`src/rtl/alu_pkg.sv`:
```
// alu_pkg: state encoding and default widths shared by sq_accum and the sqrt unit
package alu_pkg;

    localparam int SQ_DATA_LEN = 16;
    localparam int SQ_OUT_LEN  = 32;

    typedef enum logic [1:0] {
        IDLE  = 2'd0,
        ACCUM = 2'd1,
        DRAIN = 2'd2,
        OUT   = 2'd3
    } sq_state_t;

endpackage

```
`src/rtl/sq_mul.sv`:
```
// sq_mul: registered signed squarer, one-cycle latency, result is an unsigned 2*dataLen-bit square
module sq_mul
    import alu_pkg::*;
#(
    parameter int dataLen = SQ_DATA_LEN
) (
    input  logic                   clk,
    input  logic                   reset,
    input  logic                   en,
    input  logic [dataLen-1:0]     din,
    output logic [2*dataLen-1:0]   prod,
    output logic                   prod_v
);

    logic signed [2*dataLen-1:0] d;
    logic signed [2*dataLen-1:0] sq;

    // Sign-extend first so the multiply is done at full product width
    assign d  = {{dataLen{din[dataLen-1]}}, din};
    assign sq = d * d;

    always_ff @(posedge clk) begin
        if (reset) begin
            prod   <= '0;
            prod_v <= 1'b0;
        end else begin
            prod_v <= en;
            if (en) prod <= sq;
        end
    end

endmodule

```
`src/rtl/sq_accum.sv`:
```
// sq_accum: streaming sum-of-squares accumulator feeding the sqrt unit.
// Define SQ_ACCUM_SAT_EN to clamp the sum on overflow instead of wrapping.
module sq_accum
    import alu_pkg::*;
#(
    parameter int dataLen = SQ_DATA_LEN,
    parameter int outLen  = SQ_OUT_LEN,
    parameter int cntLen  = 10
) (
    input  logic               clk,
    input  logic               reset,
    input  logic               start,
    input  logic [cntLen-1:0]  vec_len,
    input  logic               in_valid,
    input  logic [dataLen-1:0] in_data,
    output logic               in_ready,
    output logic               out_valid,
    input  logic               out_ready,
    output logic [outLen-1:0]  out_data,
    output logic               overflow,
    output logic               busy
);

    sq_state_t state, state_nxt;
    logic [cntLen-1:0]    cnt;
    logic [outLen-1:0]    acc;
    logic [outLen-1:0]    acc_nxt;
    logic [outLen:0]      sum;
    logic [2*dataLen-1:0] prod;
    logic                 prod_v;
    logic                 ovf;
    logic                 accept;

    assign in_ready  = state == ACCUM;
    assign out_valid = state == OUT;
    assign busy      = state != IDLE;
    assign out_data  = acc;
    assign overflow  = ovf;
    assign accept    = in_valid && in_ready;

    sq_mul #(.dataLen(dataLen)) u_mul (
        .clk    (clk),
        .reset  (reset),
        .en     (accept),
        .din    (in_data),
        .prod   (prod),
        .prod_v (prod_v)
    );

    // One extra bit so the carry-out of each addition is visible
    assign sum = {1'b0, acc} + {{(outLen + 1 - 2 * dataLen){1'b0}}, prod};

`ifdef SQ_ACCUM_SAT_EN
    assign acc_nxt = sum[outLen] ? {outLen{1'b1}} : sum[outLen-1:0];
`else
    assign acc_nxt = sum[outLen-1:0];
`endif

    always_ff @(posedge clk) begin
        if (reset) state <= IDLE;
        else       state <= state_nxt;
    end

    always_comb begin
        state_nxt = state;
        case (state)
            IDLE:    if (start) state_nxt = (vec_len == '0) ? OUT : ACCUM;
            ACCUM:   if (accept && cnt == cntLen'(1)) state_nxt = DRAIN;
            DRAIN:   state_nxt = OUT;
            default: if (out_ready) state_nxt = IDLE;
        endcase
    end

    always_ff @(posedge clk) begin
        if (reset) begin
            acc <= '0;
            cnt <= '0;
            ovf <= 1'b0;
        end else begin
            if (state == IDLE && start) begin
                acc <= '0;
                ovf <= 1'b0;
                cnt <= vec_len;
            end else if (prod_v) begin
                acc <= acc_nxt;
                ovf <= ovf | sum[outLen];
            end
            if (accept) cnt <= cnt - 1'b1;
        end
    end

endmodule

```
`config.mk`:
```
export PLATFORM = sky130hd
export DESIGN_NAME = sq_accum
export DESIGN_NICKNAME = d
export VERILOG_FILES = /design/src/rtl/alu_pkg.sv /design/src/rtl/sq_mul.sv /design/src/rtl/sq_accum.sv
export SDC_FILE = /design/constraint.sdc
export NUM_CORES = 1
export LEC_CHECK = 0
export CORE_ASPECT_RATIO = 1.25
export CORE_UTILIZATION = 57
export CTS_CLUSTER_DIAMETER = 60
export DETAILED_ROUTE_END_ITERATION = 6
export PLACE_DENSITY = 0.79
export SETUP_SLACK_MARGIN = 0.3
export SLEW_MARGIN = 20
export SYNTH_ARGS = -nofsm -noshare
export SYNTH_HDL_FRONTEND = slang
export SYNTH_SLANG_ARGS = --single-unit
```
`constraint.sdc`:
```
create_clock -name clk -period 7.19 [get_ports clk]
set_input_delay 0.719 -clock clk [delete_from_list [all_inputs] [get_ports clk]]
set_output_delay 0.719 -clock clk [all_outputs]
set_load 0.05 [all_outputs]
```
# After elaboration in Yosys (flattened, before gate mapping)
# Index checks and enable logic that the tools add are counted.
[totals] word_cells=33 reg_bits=78
[op_classes] multipliers=1 n_addsub=2 mux=7 eq_ne=6 bitwise=1 reduce_logical=10
[ops] cell="$add A32 B32 Y33" count=1
[ops] cell="$mul A16 B16 Y32" count=1
[ops] cell="$mux W10" count=2
[ops] cell="$eq A10 B1 Y1 const B" count=1
[ops] cell="$logic_not A10 Y1" count=1
[ops] cell="$sub A10 B1 Y10 const B" count=1
[ops] cell="$mux W2" count=4
[ops] cell="$pmux W2 S3" count=1
[ops] cell="$eq A2 B2 Y1 const B" count=2
[ops] cell="$reduce_bool A2 Y1" count=2
[ops] cell="$reduce_bool A4 Y1" count=1
[ops] cell="$logic_and A1 B1 Y1" count=3
[ops] cell="$reduce_and A3 Y1" count=1
[ops] cell="$eq A2 B1 Y1 const B" count=1
[ops] cell="$logic_not A2 Y1" count=1
[ops] cell="$ne A2 B1 Y1 const B" count=1
[ops] cell="$ne A2 B2 Y1 const B" count=1
[ops] cell="$reduce_or A2 Y1" count=1
[ops] cell="$or A1 B1 Y1" count=1

# Depth between registers and ports, before layout
[logic_depth] word_depth=5 mapped_depth=26 depth_no_buf=24

# Cells and area by module
# A second synthesis with hierarchy kept.
[hier_totals] hier_cells=1567 area_unflattened_um2=13905.8
[modules_own_cells] module="sq_mul" cells_per_inst=1106 seq_area_each_um2=640.6 area_per_inst_um2=10228.6 instances=1
[modules_own_cells] module="sq_accum" cells_per_inst=461 seq_area_each_um2=900.9 area_per_inst_um2=3677.3 instances=1

# Least setup slack after synthesis
# OpenSTA, ideal clock, no wires.
[synth_path] kind="input to register" startpoint="input port in_data[15]" endpoint="register u_mul.prod[30]" path_slack_ns=0.373 path_buffers=2 cell_stages=21 arrival_ns=6.696 path_cell_list="clkbuf_1 > inv_1 > buf_1 > nor2_1 > fa_1 > inv_1 > fa_1 > fa_1 > fa_1 > fa_1 > fa_1 > inv_1 > ha_1 > and3_1 > a221o_1 > a21o_1 > o211a_1 > o211a_1 > o21ai_0 > a21oi_1 > mux2_2"
[synth_between] elab_chain_len=1
[synth_rtl] item="start, declared" line="sq_accum.sv:15" rtl="input logic [dataLen-1:0] in_data,"
[synth_rtl] item="$mul A16 B16 Y32" line="sq_mul.sv:20" rtl="assign sq = d * d;"
[synth_rtl] item="end signal, assigned" line="sq_mul.sv:28" rtl="if (en) prod <= sq;"
[synth_rtl] item="end, declared" line="sq_mul.sv:11" rtl="output logic [2*dataLen-1:0] prod,"
# No other way between the ends.
# A chain may end at the register's enable or synchronous reset.

# Final worst setup path
[layout_path] startpoint="input port in_data[2]" endpoint="register u_mul.prod[30]"
# Same word-level chain as after synthesis.

==> results.json <==
{
  "status": "finished, violations left",
  "violations": "design-rule violations",
  "async_reset_ff_share_pct": 0,
  "area_growth_pct": 11.35,
  "grt_util_all_layers_pct": 25.55,
  "hold_class": "reg2reg",
  "yosys_warnings": 0,
  "finalCritPeriodShare_pct": 91.77,
  "numPortBuffers": 66,
  "r2r-start": "out_data[2]",
  "ff2ff_path_depth": 10,
  "r2r-end": "out_data[29]",
  "ios": 67,
  "final_cells": 1902,
  "worstMarginPinSlew_ps": 959.3,
  "viasPerCell": 5.400,
  "arrival_ps": 6820,
  "start_kind": "primary input",
  "die_height_um": 173.1,
  "synth_nets": 1929,
  "die_x_um": 138.8,
  "htree_levels": 3,
  "postSynthCellCount": 1536,
  "wl_per_cell_um": 15.13,
  "drt_pass1_iterations": 7,
  "synthFlopType": "dfxtp_1",
  "fin_skew_ps": 6.404,
  "cp_max_fo": 9,
  "maxSlewHeadroom_pct": 36.04,
  "drive_above_1_share_pct": 4.151,
  "ys_seq_elements": 77,
  "setup_viol_count_final": 0,
  "die_area_um2": 24030,
  "fin_nets": 2002,
  "hold_viol": 0,
  "ys_top_cells_by_area": "fa_1, ha_1, dfxtp_1",
  "dp.cells": 1884,
  "path_cells": "clkdlybuf4s50_1 -> buf_6 -> buf_4 -> and2_1 -> fa_1 -> inv_1 -> fa_1 -> fa_1 -> inv_1 -> fa_1 -> fa_1 -> inv_1 -> fa_1 -> inv_1 -> ha_1 -> nand2_1 -> o21ai_0 -> a221o_1 -> a21o_1 -> o211a_1 -> o211a_1 -> o21ai_1 -> a21oi_1 -> mux2_2",
  "cpMaxStageDelayCell": "fa_1",
  "diodes": 0,
  "ys_seq_area_share_pct": 11.55,
  "synth.top_cell.area_share_pct": 35.41,
  "core_area_um2": 22960,
  "yosysMostFrequentCell": "inv_1",
  "ff2ff_setup_slack_ps": 4180,
  "num_rows": 62,
  "cts_buffer_depth": 2,
  "grt_pass1_vias": 10950,
  "drt_iter0_drc": 577,
  "crit_path_max_incr_delay_ps": 510,
  "place_congestion": 0.9462,
  "fin_util_pct": 64.70,
  "grt_setup_unrepaired": "yes",
  "globalRoute.totalOverflow": 0,
  "cts_root_buffer": "clkbuf_16",
  "clkLatencyLatePin_ps": 340,
  "clkSlewWorstSetupHoldPaths_ps": 60,
  "synth.distinct_cells": 59,
  "min_period_ps": 6598,
  "drcViolationCount": 5,
  "maxCapViolations": 0,
  "hold_start": "u_mul.prod[24]",
  "antenna_found_initial": 0,
  "maxSlewViolCount": 0,
  "vias": 10270,
  "max_freq_mhz": 151.6,
  "grt_max_degree": 48,
  "crit_path_frequent_cell": "fa_1",
  "hpwl_mm": 24.94,
  "setup-tns-final_ps": 0,
  "synth_area_per_cell_um2": 8.686,
  "grt_pass1_wl_mm": 50.09,
  "wl_mm": 28.78,
  "netlist_area_um2": 13340,
  "crit_type": "in2reg",
  "antenna_left": 0,
  "tritoncts": "yes",
  "cts.sinks": 77,
  "numCtsBuffers": 9,
  "holdPathStages": 2,
  "yosysTopAreaCell": "fa_1",
  "crit_required_ps": 7410,
  "synth-edff-count": 0,
  "synth_common_cells": "inv_1, fa_1, nand2_1",
  "endpoint_kind": "register",
  "hold-path-endpoint": "u_mul.prod[24]",
  "start_util_pct": 58.10
}
[critical path, delay by kind of cell]
kind	cells	cell delay, ps
multiplexers	1	280
adder cells (fa/ha/maj)	7	3250
AND/OR/NAND/NOR	2	240
AO/OA/AOI/OAI	7	1400
buffers and inverters	7	900
[how the worst max path moves through the flow]
| stage | startpoint | to | slack, ps | cells past startpoint |
|---|---|---|---|---|
| floorplan | in_data[15] | u_mul.prod[30] | 370 | 21 |
| global placement | in_data[15] | u_mul.prod[30] | 110 | 19 |
| detailed placement | in_data[11] | u_mul.prod[30] | -9 | 21 |
| CTS | in_data[11] | u_mul.prod[30] | 340 | 21 |
| global route | in_data[12] | u_mul.prod[28] | 290 | 23 |
| finish | in_data[2] | u_mul.prod[30] | 590 | 24 |
[cell usage in the layout (no fill, tap or decap), types with 13 or more instances in the layout]
| master | n |
|---|---|
| inv_1 | 336 |
| fa_1 | 236 |
| nand2_1 | 152 |
| ha_1 | 126 |
| nor2_1 | 97 |
| a21oi_1 | 82 |
| dfxtp_1 | 76 |
| clkdlybuf4s50_1 | 53 |
| and2_1 | 47 |
| xnor2_1 | 43 |
| o21ai_0 | 42 |
| buf_4 | 40 |
| nand3_1 | 27 |
| a21o_1 | 23 |
| mux2i_1 | 20 |
| xor2_1 | 18 |
| a211oi_1 | 17 |
| nor3_1 | 14 |
| dlymetal6s2s_1 | 13 |
[flip-flops by register name (all words and copies together) (netlist names)]
register,flops
cnt,10
out_data,32
overflow,1
state,2
u_mul.prod,31
u_mul.prod_v,1
[per-layer routing]
| metal | global-route usage (%) | vias up | wire (um) |
|---|---|---|---|
| li1 | - | 4974 | - |
| met5 | 0 | - | 0 |
| met2 | 46.30 | 285 | 14490 |
| met1 | 31.33 | 4940 | 12180 |
| met4 | 9.769 | 0 | 1033 |
| met3 | 2.465 | 72 | 1085 |
[logic make-up after synthesis]
family                   Yosys count  synth area share, %
AO/OA/AOI/OAI                    227                10.72
XOR/XNOR                          61                4.004
adder cells (fa/ha/maj)          362                47.23
buffers and inverters            384                10.80
flip-flops                        77                11.55
multiplexers                      21                1.585
AND/OR/NAND/NOR                  404                14.10
[area by class of cell]
class / instances / area, um2
Inverter: 338 / 1269
Tap cell: 288 / 360.3
Timing Repair Buffer: 108 / 1016
Fill cell: 1888 / 8107
Multi-Input combinational cell: 1075 / 10360
Clock inverter: 3 / 43.79
Sequential cell: 77 / 1543
Clock buffer: 13 / 260.3
[what timing repair did]
| action | 4_1_cts | 5_1_grt |
|---|---|---|
| setup buffers | 0 | 2 |
| endpoints found under the setup margin | 0 | 5 |
| gates resized for setup | 0 | 18 |
| hold buffers | 0 | 0 |
[stage by stage]
step	hold WS [ps]	area, um2	worst slack (ps)
after floorplan	435.6	13340	373.3
after global placement	443.6	14490	113.8
after detailed placement	453.2	14490	-9.013
after CTS	459.8	14800	344.9
after global routing	471.3	14860	286.8
final	456.2	14860	591.8
Power is not shown: default switching activity piles up to over one toggle a cycle in this logic, so the estimate is an artifact.
